$ cat src/rtl/spi_pixel_stream_pkg.sv
// Shared defaults and the controller state type for the SPI pixel streaming block.
package spi_pixel_stream_pkg;

   localparam int PIXEL_BITS_DEF  = 8;
   localparam int CHANNELS_DEF    = 1;
   localparam int FIFO_DEPTH_DEF  = 4;
   localparam int SYNC_STAGES_DEF = 2;

   typedef enum logic [1:0] {
      ST_IDLE  = 2'd0,
      ST_LOAD  = 2'd1,
      ST_SHIFT = 2'd2
   } state_t;

endpackage

$ cat src/rtl/spi_pixel_stream_fifo.sv
// Return-pixel buffer: single-clock FIFO with a combinational head.
// A pop on an empty FIFO is ignored; a push on a full FIFO is dropped unless a
// pop happens in the same cycle.
module px_sync_fifo
   import spi_pixel_stream_pkg::*;
#(
   parameter int  WIDTH = PIXEL_BITS_DEF,
   parameter int  DEPTH = FIFO_DEPTH_DEF,
   localparam int AW    = $clog2(DEPTH),
   localparam int LW    = AW + 1
) (
   input  logic             clk_i,
   input  logic             nreset_i,
   input  logic             push_i,
   input  logic [WIDTH-1:0] push_data_i,
   input  logic             pop_i,
   output logic [WIDTH-1:0] head_o,
   output logic             full_o,
   output logic             empty_o,
   output logic [LW-1:0]    level_o
);

   logic [WIDTH-1:0] r_mem [DEPTH];
   logic [AW-1:0]    r_wptr;
   logic [AW-1:0]    r_rptr;
   logic [LW-1:0]    r_level;
   logic             w_do_push;
   logic             w_do_pop;

   assign full_o    = (r_level == LW'(DEPTH));
   assign empty_o   = (r_level == '0);
   assign level_o   = r_level;
   assign head_o    = r_mem[r_rptr];
   assign w_do_pop  = pop_i && !empty_o;
   assign w_do_push = push_i && (!full_o || w_do_pop);

   // Storage array: data only, no reset needed
   always_ff @(posedge clk_i) begin
      if (w_do_push) r_mem[r_wptr] <= push_data_i;
   end

   // Pointers and occupancy; pointers wrap naturally because DEPTH is a power of two
   always_ff @(posedge clk_i or negedge nreset_i) begin
      if (!nreset_i) begin
         r_wptr  <= '0;
         r_rptr  <= '0;
         r_level <= '0;
      end else begin
         if (w_do_push) r_wptr <= r_wptr + 1'b1;
         if (w_do_pop)  r_rptr <= r_rptr + 1'b1;
         if (w_do_push && !w_do_pop)      r_level <= r_level + 1'b1;
         else if (w_do_pop && !w_do_push) r_level <= r_level - 1'b1;
      end
   end

endmodule

$ cat src/rtl/spi_pixel_stream.sv
// SPI mode-0 slave that receives pixel words on SDI and returns processed pixels
// from a small FIFO on SDO. All SPI inputs are oversampled by clk_i.
module spi_pixel_stream
   import spi_pixel_stream_pkg::*;
#(
   parameter int  PIXEL_BITS  = PIXEL_BITS_DEF,
   parameter int  CHANNELS    = CHANNELS_DEF,
   parameter int  FIFO_DEPTH  = FIFO_DEPTH_DEF,
   parameter int  SYNC_STAGES = SYNC_STAGES_DEF,
   localparam int W           = PIXEL_BITS * CHANNELS,
   localparam int LW          = $clog2(FIFO_DEPTH) + 1
) (
   input  logic          clk_i,
   input  logic          nreset_i,
   input  logic          spi_sck_i,
   input  logic          spi_cs_i,
   input  logic          spi_sdi_i,
   output logic          spi_sdo_o,
   output logic [W-1:0]  in_px_o,
   output logic          in_valid_o,
   input  logic [W-1:0]  out_px_i,
   input  logic          out_valid_i,
   output logic [LW-1:0] fifo_level_o,
   output logic          ovf_o,
   output logic          udf_o,
   input  logic          clr_flags_i
);

   localparam int            CW       = $clog2(W + 1);
   localparam logic [CW-1:0] LAST_BIT = CW'(W - 1);

   logic [SYNC_STAGES-1:0] r_sck_sync;
   logic [SYNC_STAGES-1:0] r_cs_sync;
   logic [SYNC_STAGES-1:0] r_sdi_sync;
   logic                   r_sck_prev;
   logic                   r_cs_prev;
   logic [SYNC_STAGES-1:0] r_flush;
   logic                   r_cs_armed;

   state_t                 r_state;
   state_t                 w_next;
   logic [CW-1:0]          r_bitcnt;
   logic                   r_reload;
   logic [W-1:0]           r_rx;
   logic [W-1:0]           r_tx;
   logic [W-1:0]           r_in_px;
   logic                   r_in_valid;
   logic                   r_ovf;
   logic                   r_udf;

   logic                   w_sck, w_cs, w_sdi;
   logic                   w_sck_rise, w_sck_fall, w_cs_rise, w_cs_fall;
   logic                   w_pop, w_load_tx, w_shift_tx, w_rx_shift;
   logic                   w_word_done;
   logic [W-1:0]           w_rx_next;
   logic [W-1:0]           w_fifo_head;
   logic [W-1:0]           w_tx_src;
   logic                   w_fifo_full, w_fifo_empty;
   logic                   w_ovf_evt, w_udf_evt;

   assign w_sck      = r_sck_sync[SYNC_STAGES-1];
   assign w_cs       = r_cs_sync[SYNC_STAGES-1];
   assign w_sdi      = r_sdi_sync[SYNC_STAGES-1];
   assign w_sck_rise = w_sck && !r_sck_prev;
   assign w_sck_fall = !w_sck && r_sck_prev;
   assign w_cs_rise  = w_cs && !r_cs_prev;
   assign w_cs_fall  = !w_cs && r_cs_prev;

   // Input synchronisers and edge-detect history, reset to bus-idle levels
   always_ff @(posedge clk_i or negedge nreset_i) begin
      if (!nreset_i) begin
         r_sck_sync <= '0;
         r_cs_sync  <= '1;
         r_sdi_sync <= '0;
         r_sck_prev <= 1'b0;
         r_cs_prev  <= 1'b1;
      end else begin
         r_sck_sync <= {r_sck_sync[SYNC_STAGES-2:0], spi_sck_i};
         r_cs_sync  <= {r_cs_sync[SYNC_STAGES-2:0], spi_cs_i};
         r_sdi_sync <= {r_sdi_sync[SYNC_STAGES-2:0], spi_sdi_i};
         r_sck_prev <= w_sck;
         r_cs_prev  <= w_cs;
      end
   end

   // Arm frame start only after a real CS-high has been seen post reset, so a
   // reset in the middle of a frame never resumes on the tail of that frame
   always_ff @(posedge clk_i or negedge nreset_i) begin
      if (!nreset_i) begin
         r_flush    <= '0;
         r_cs_armed <= 1'b0;
      end else begin
         r_flush <= {r_flush[SYNC_STAGES-2:0], 1'b1};
         if (r_flush[SYNC_STAGES-1] && w_cs) r_cs_armed <= 1'b1;
      end
   end

   // Controller state register
   always_ff @(posedge clk_i or negedge nreset_i) begin
      if (!nreset_i) r_state <= ST_IDLE;
      else           r_state <= w_next;
   end

   // Next state and per-cycle datapath strobes; CS rise always wins
   always_comb begin
      w_next     = r_state;
      w_pop      = 1'b0;
      w_load_tx  = 1'b0;
      w_shift_tx = 1'b0;
      w_rx_shift = 1'b0;
      case (r_state)
         ST_IDLE: begin
            if (w_cs_fall && r_cs_armed) w_next = ST_LOAD;
         end
         ST_LOAD: begin
            if (w_cs_rise) begin
               w_next = ST_IDLE;
            end else begin
               w_next    = ST_SHIFT;
               w_pop     = 1'b1;
               w_load_tx = 1'b1;
            end
         end
         ST_SHIFT: begin
            if (w_cs_rise) begin
               w_next = ST_IDLE;
            end else begin
               w_rx_shift = w_sck_rise;
               if (w_sck_fall) begin
                  if (r_reload) begin
                     w_pop     = 1'b1;
                     w_load_tx = 1'b1;
                  end else begin
                     w_shift_tx = 1'b1;
                  end
               end
            end
         end
         default: w_next = ST_IDLE;
      endcase
   end

   assign w_word_done = w_rx_shift && (r_bitcnt == LAST_BIT);
   assign w_rx_next   = {r_rx[W-2:0], w_sdi};
   assign w_tx_src    = w_fifo_empty ? '0 : w_fifo_head;
   assign w_udf_evt   = w_pop && w_fifo_empty;
   assign w_ovf_evt   = out_valid_i && w_fifo_full && !w_pop;

   // Bit counter and word-boundary reload request; cleared outside SHIFT
   always_ff @(posedge clk_i or negedge nreset_i) begin
      if (!nreset_i) begin
         r_bitcnt <= '0;
         r_reload <= 1'b0;
      end else if (r_state != ST_SHIFT || w_cs_rise) begin
         r_bitcnt <= '0;
         r_reload <= 1'b0;
      end else if (w_rx_shift) begin
         if (w_word_done) begin
            r_bitcnt <= '0;
            r_reload <= 1'b1;
         end else begin
            r_bitcnt <= r_bitcnt + 1'b1;
         end
      end else if (w_load_tx) begin
         r_reload <= 1'b0;
      end
   end

   // RX and TX shift registers: pure data, no reset
   always_ff @(posedge clk_i) begin
      if (w_rx_shift) r_rx <= w_rx_next;
      if (w_load_tx)       r_tx <= w_tx_src;
      else if (w_shift_tx) r_tx <= {r_tx[W-2:0], 1'b0};
   end

   // Received-word output register and its one-cycle strobe
   always_ff @(posedge clk_i or negedge nreset_i) begin
      if (!nreset_i) begin
         r_in_px    <= '0;
         r_in_valid <= 1'b0;
      end else begin
         r_in_valid <= w_word_done;
         if (w_word_done) r_in_px <= w_rx_next;
      end
   end

   // Sticky error flags; a new event takes priority over a clear
   always_ff @(posedge clk_i or negedge nreset_i) begin
      if (!nreset_i) begin
         r_ovf <= 1'b0;
         r_udf <= 1'b0;
      end else begin
         r_ovf <= w_ovf_evt || (r_ovf && !clr_flags_i);
         r_udf <= w_udf_evt || (r_udf && !clr_flags_i);
      end
   end

   px_sync_fifo #(
      .WIDTH (W),
      .DEPTH (FIFO_DEPTH)
   ) u_fifo (
      .clk_i       (clk_i),
      .nreset_i    (nreset_i),
      .push_i      (out_valid_i),
      .push_data_i (out_px_i),
      .pop_i       (w_pop),
      .head_o      (w_fifo_head),
      .full_o      (w_fifo_full),
      .empty_o     (w_fifo_empty),
      .level_o     (fifo_level_o)
   );

   assign spi_sdo_o  = (r_state == ST_SHIFT) ? r_tx[W-1] : 1'b0;
   assign in_px_o    = r_in_px;
   assign in_valid_o = r_in_valid;
   assign ovf_o      = r_ovf;
   assign udf_o      = r_udf;

endmodule
$ cat config.mk
export PLATFORM = sky130hd
export DESIGN_NAME = spi_pixel_stream
export DESIGN_NICKNAME = d
export VERILOG_FILES = /design/src/rtl/spi_pixel_stream_pkg.sv /design/src/rtl/spi_pixel_stream_fifo.sv /design/src/rtl/spi_pixel_stream.sv
export SDC_FILE = /design/constraint.sdc
export NUM_CORES = 1
export LEC_CHECK = 0
export ABC_AREA = 1
export BUFFER_PORTS_ARGS = -buffer_cell sky130_fd_sc_hd__buf_2
export CAP_MARGIN = 20
export CORE_MARGIN = 2
export CORE_UTILIZATION = 58
export DETAILED_ROUTE_END_ITERATION = 16
export MAX_ROUTING_LAYER = met4
export PLACE_DENSITY = 0.78
export SETUP_SLACK_MARGIN = 0.1
export SLEW_MARGIN = 20
export SYNTH_ARGS = -nofsm -noshare
export SYNTH_HDL_FRONTEND = slang
export SYNTH_HIERARCHICAL = 1
export SYNTH_SLANG_ARGS = --single-unit
$ cat constraint.sdc
create_clock -name clk_i -period 3.3 [get_ports clk_i]
set_input_delay 0.165 -clock clk_i [delete_from_list [all_inputs] [get_ports clk_i]]
set_output_delay 0.165 -clock clk_i [all_outputs]
set_load 0.1 [all_outputs]
==> impl_metrics.toml <==
[timing]
fin_crit_sh = 0.809
setup_viol = 0
hold_viol = 0
fmax_mhz = 374
fin_ws_ps = 629
finalSetupTns_ps = 0
worst_pin_slew_ps = 782
rsz0062_at_grt = "false"
min_period_ps = 2670
finalMaxSlewViolations = 0
slew_headroom = 0.479
fin_skew_ps = 10.1

[logic_synthesis]
ys.flop_type = "edfxtp_1"
ys_seq_area_frac = 0.678
async_reset_ff_frac = 0.434
synth_edf_count = 47
synth.most_common_cell = "nand2_1"
yosys_warnings = 6
synthCells = 299
synth_top_area_frac = 0.413
netlist_area_um2 = 3410
synth_cell_types = 30
yosys-top-cells-count = "nand2_1 (75), edfxtp_1 (47), dfrtp_1 (33)"
syn_nets = 324
synth-seq-cells = 83
synth_largest_area_cell = "edfxtp_1"
ys_top_cells_by_area = "edfxtp_1 (41%), dfrtp_1 (24%), nand2_1 (8.2%)"
syn_area_per_cell_um2 = 11.4

[worst_hold_path]
min_to = "u_fifo/r_mem[1][3]$_DFFE_PP_"
hold_class = "in -> reg"
holdPathStages = 1
worstHoldStart = "out_px_i[3]"

[worst_setup_path]
end_kind = "flop"
critPathMaxFanout = 13
timing_worst_setup_path_type = "reg -> reg"
r2r-start = "r_state[0]$_DFFE_PN0P_"
startpoint_type = "flop"
critPathArrivalTime_ps = 2920
r2r_setup_slack_ps = 630
reg2regPathDepth = 17
required_ps = 3550
timing.rr.end = "u_fifo/level_o[2]$_DFFE_PN0P_"

[grt]
grt_pass1_vias = 2077
grt_max_degree = 37
grt_antenna_before_repair = 0
track_usage = 0.201
grt_pass1_wl_mm = 9.40
grt_remaining_overflow = 0

[cts]
clock_sinks = 83
cts_root_buf = "clkbuf_8"
cts_buffer_depth = 2
post_cts.repair.setup_buffers = 0
clock_latency_ps = 350
htree_levels = 3
cts_resized = 0
cts-hold-fix-buffers = 5
cts_tree = "built"
numCtsBuffers = 9
path_clk_slew_ps = 90

[layout]
multi_input_area_um2 = 910
nets = 367
final_cells = 419
diodes = 0
synthToLayoutAreaGrowth_pct = 13.2
seqCellArea_um2 = 2320
nFillCells = 418
drive_above_1_share = 0.196

[placed_design]
post-place-ws_ps = 647
port_buffers = 29
place_congestion = 0.801
place_inst = 398
hpwl_mm = 3.74

[drt]
firstDrtPassIters = 4
wire_per_inst_um = 13.4
final_antenna_net_count = 0
wl_mm = 5.62
viasPerCell = 5.10
via_count = 2138
drc = 0
drt_iter0_drc = 115

[die]
die_area_um2 = 6520
core_um2 = 5610
fp-row-count = 27
die_x_um = 80.7
ioPinCount = 30
fp.dieH_um = 80.7
initial_utilization = 0.609

[power_and_ir_drop]
ir_worst_vdd_mv = 0.562
p_per_area_nw_per_um2 = 817
p_leak_nw = 1.73

[status]
run_status = "finished clean"

[job]
cap_violations = 0
-- worst max-delay path: stages (launching register included) --
cell	delay, ps
dfrtp_1	390
inv_1	110
ha_1	240
nand2_4	80
o21ai_2	120
nand2_2	190
inv_1	200
inv_1	70
nand3_2	100
nand2_2	110
inv_1	80
ha_1	160
inv_1	60
fa_1	380
nand2_1	110
nand3_1	80
nand2_1	60
nand2_1	40
-- power by group --
part           switching (mW)  internal (mW)
clock                   0.386          0.361
sequential              0.129           1.31
combinational           0.696          0.277
total                    1.21           1.95
-- worst max path at each step --
stage | from | endpoint | slack, ps
after floorplan | u_fifo/level_o[0]$_DFFE_PN0P_ | u_fifo/level_o[2]$_DFFE_PN0P_ | 930
after global placement | r_state[0]$_DFFE_PN0P_ | u_fifo/level_o[2]$_DFFE_PN0P_ | 810
after detailed placement | r_state[0]$_DFFE_PN0P_ | u_fifo/level_o[2]$_DFFE_PN0P_ | 650
after CTS | r_state[0]$_DFFE_PN0P_ | u_fifo/level_o[2]$_DFFE_PN0P_ | 620
after global routing | r_state[0]$_DFFE_PN0P_ | u_fifo/level_o[2]$_DFFE_PN0P_ | 360
final | r_state[0]$_DFFE_PN0P_ | u_fifo/level_o[2]$_DFFE_PN0P_ | 630
-- flip-flops by register name (all words and copies together), names as in the netlist, 2 cells and up --
name	flops
r_state	2
u_fifo/level_o	3
r_sck_sync	2
r_bitcnt	4
u_fifo/r_wptr	2
r_flush	2
r_cs_sync	2
u_fifo/r_mem	32
r_rx	7
r_sdi_sync	2
in_px_o	8
r_tx	8
u_fifo/r_rptr	2
-- routing by layer --
metal / track usage / part of all wire / vias to the layer above
met1: 0.249 / 0.44 / 1010
li1: - / - / 1063
met3: 0.0416 / 0.040 / 14
met5: - / 0 / -
met2: 0.318 / 0.49 / 51
met4: 0.0966 / 0.029 / 0
-- layout make-up --
cell class | count | area share
multi-input combinational | 181 | 0.235
tap | 72 | 0.0233
sequential | 83 | 0.599
timing repair buffer | 38 | 0.0583
inverter | 29 | 0.0304
clock inverter | 7 | 0.0214
clock buffer | 9 | 0.0320
-- layout by cell type (no fill, tap or decap), types with 3 or more instances in the layout --
cell type      count
ha_1               9
nor2_2             3
nand2_2            5
nand2_1           75
buf_4              4
o21ai_1           16
buf_2             29
clkbuf_8           9
dfrtp_1           33
o21ai_0           16
edfxtp_1          47
nand3_1           10
dlygate4sd3_1      5
nor2_1            31
inv_1             26
dfstp_2            3
-- cells by family (layout without fill, tap and decap cells) --
logic type,count (synthesis),after routing,share of synthesized area
simple gates,131,131,0.164
flops,83,83,0.678
compound gates,36,36,0.0550
buf+inv,35,83,0.0553
fa+ha+maj,10,10,0.0388
xor+xnor,3,3,0.00770
other cells,1,1,0.00110
-- per-stage QoR --
step | utilization | hold slack, ps | cell area, µm² | total power, mW
2_1_floorplan | - | -131 | 3410 | 2.24
3_3_place_gp | 0.643 | 270 | 3610 | 2.39
3_5_place_dp | 0.643 | 271 | 3610 | 2.43
4_1_cts | 0.689 | 7.85 | 3860 | 3.18
5_1_grt | 0.689 | 12.9 | 3860 | 3.36
6_report | 0.689 | 19.4 | 3860 | 3.16
No activity file was read; power rests on OpenSTA's default activity.
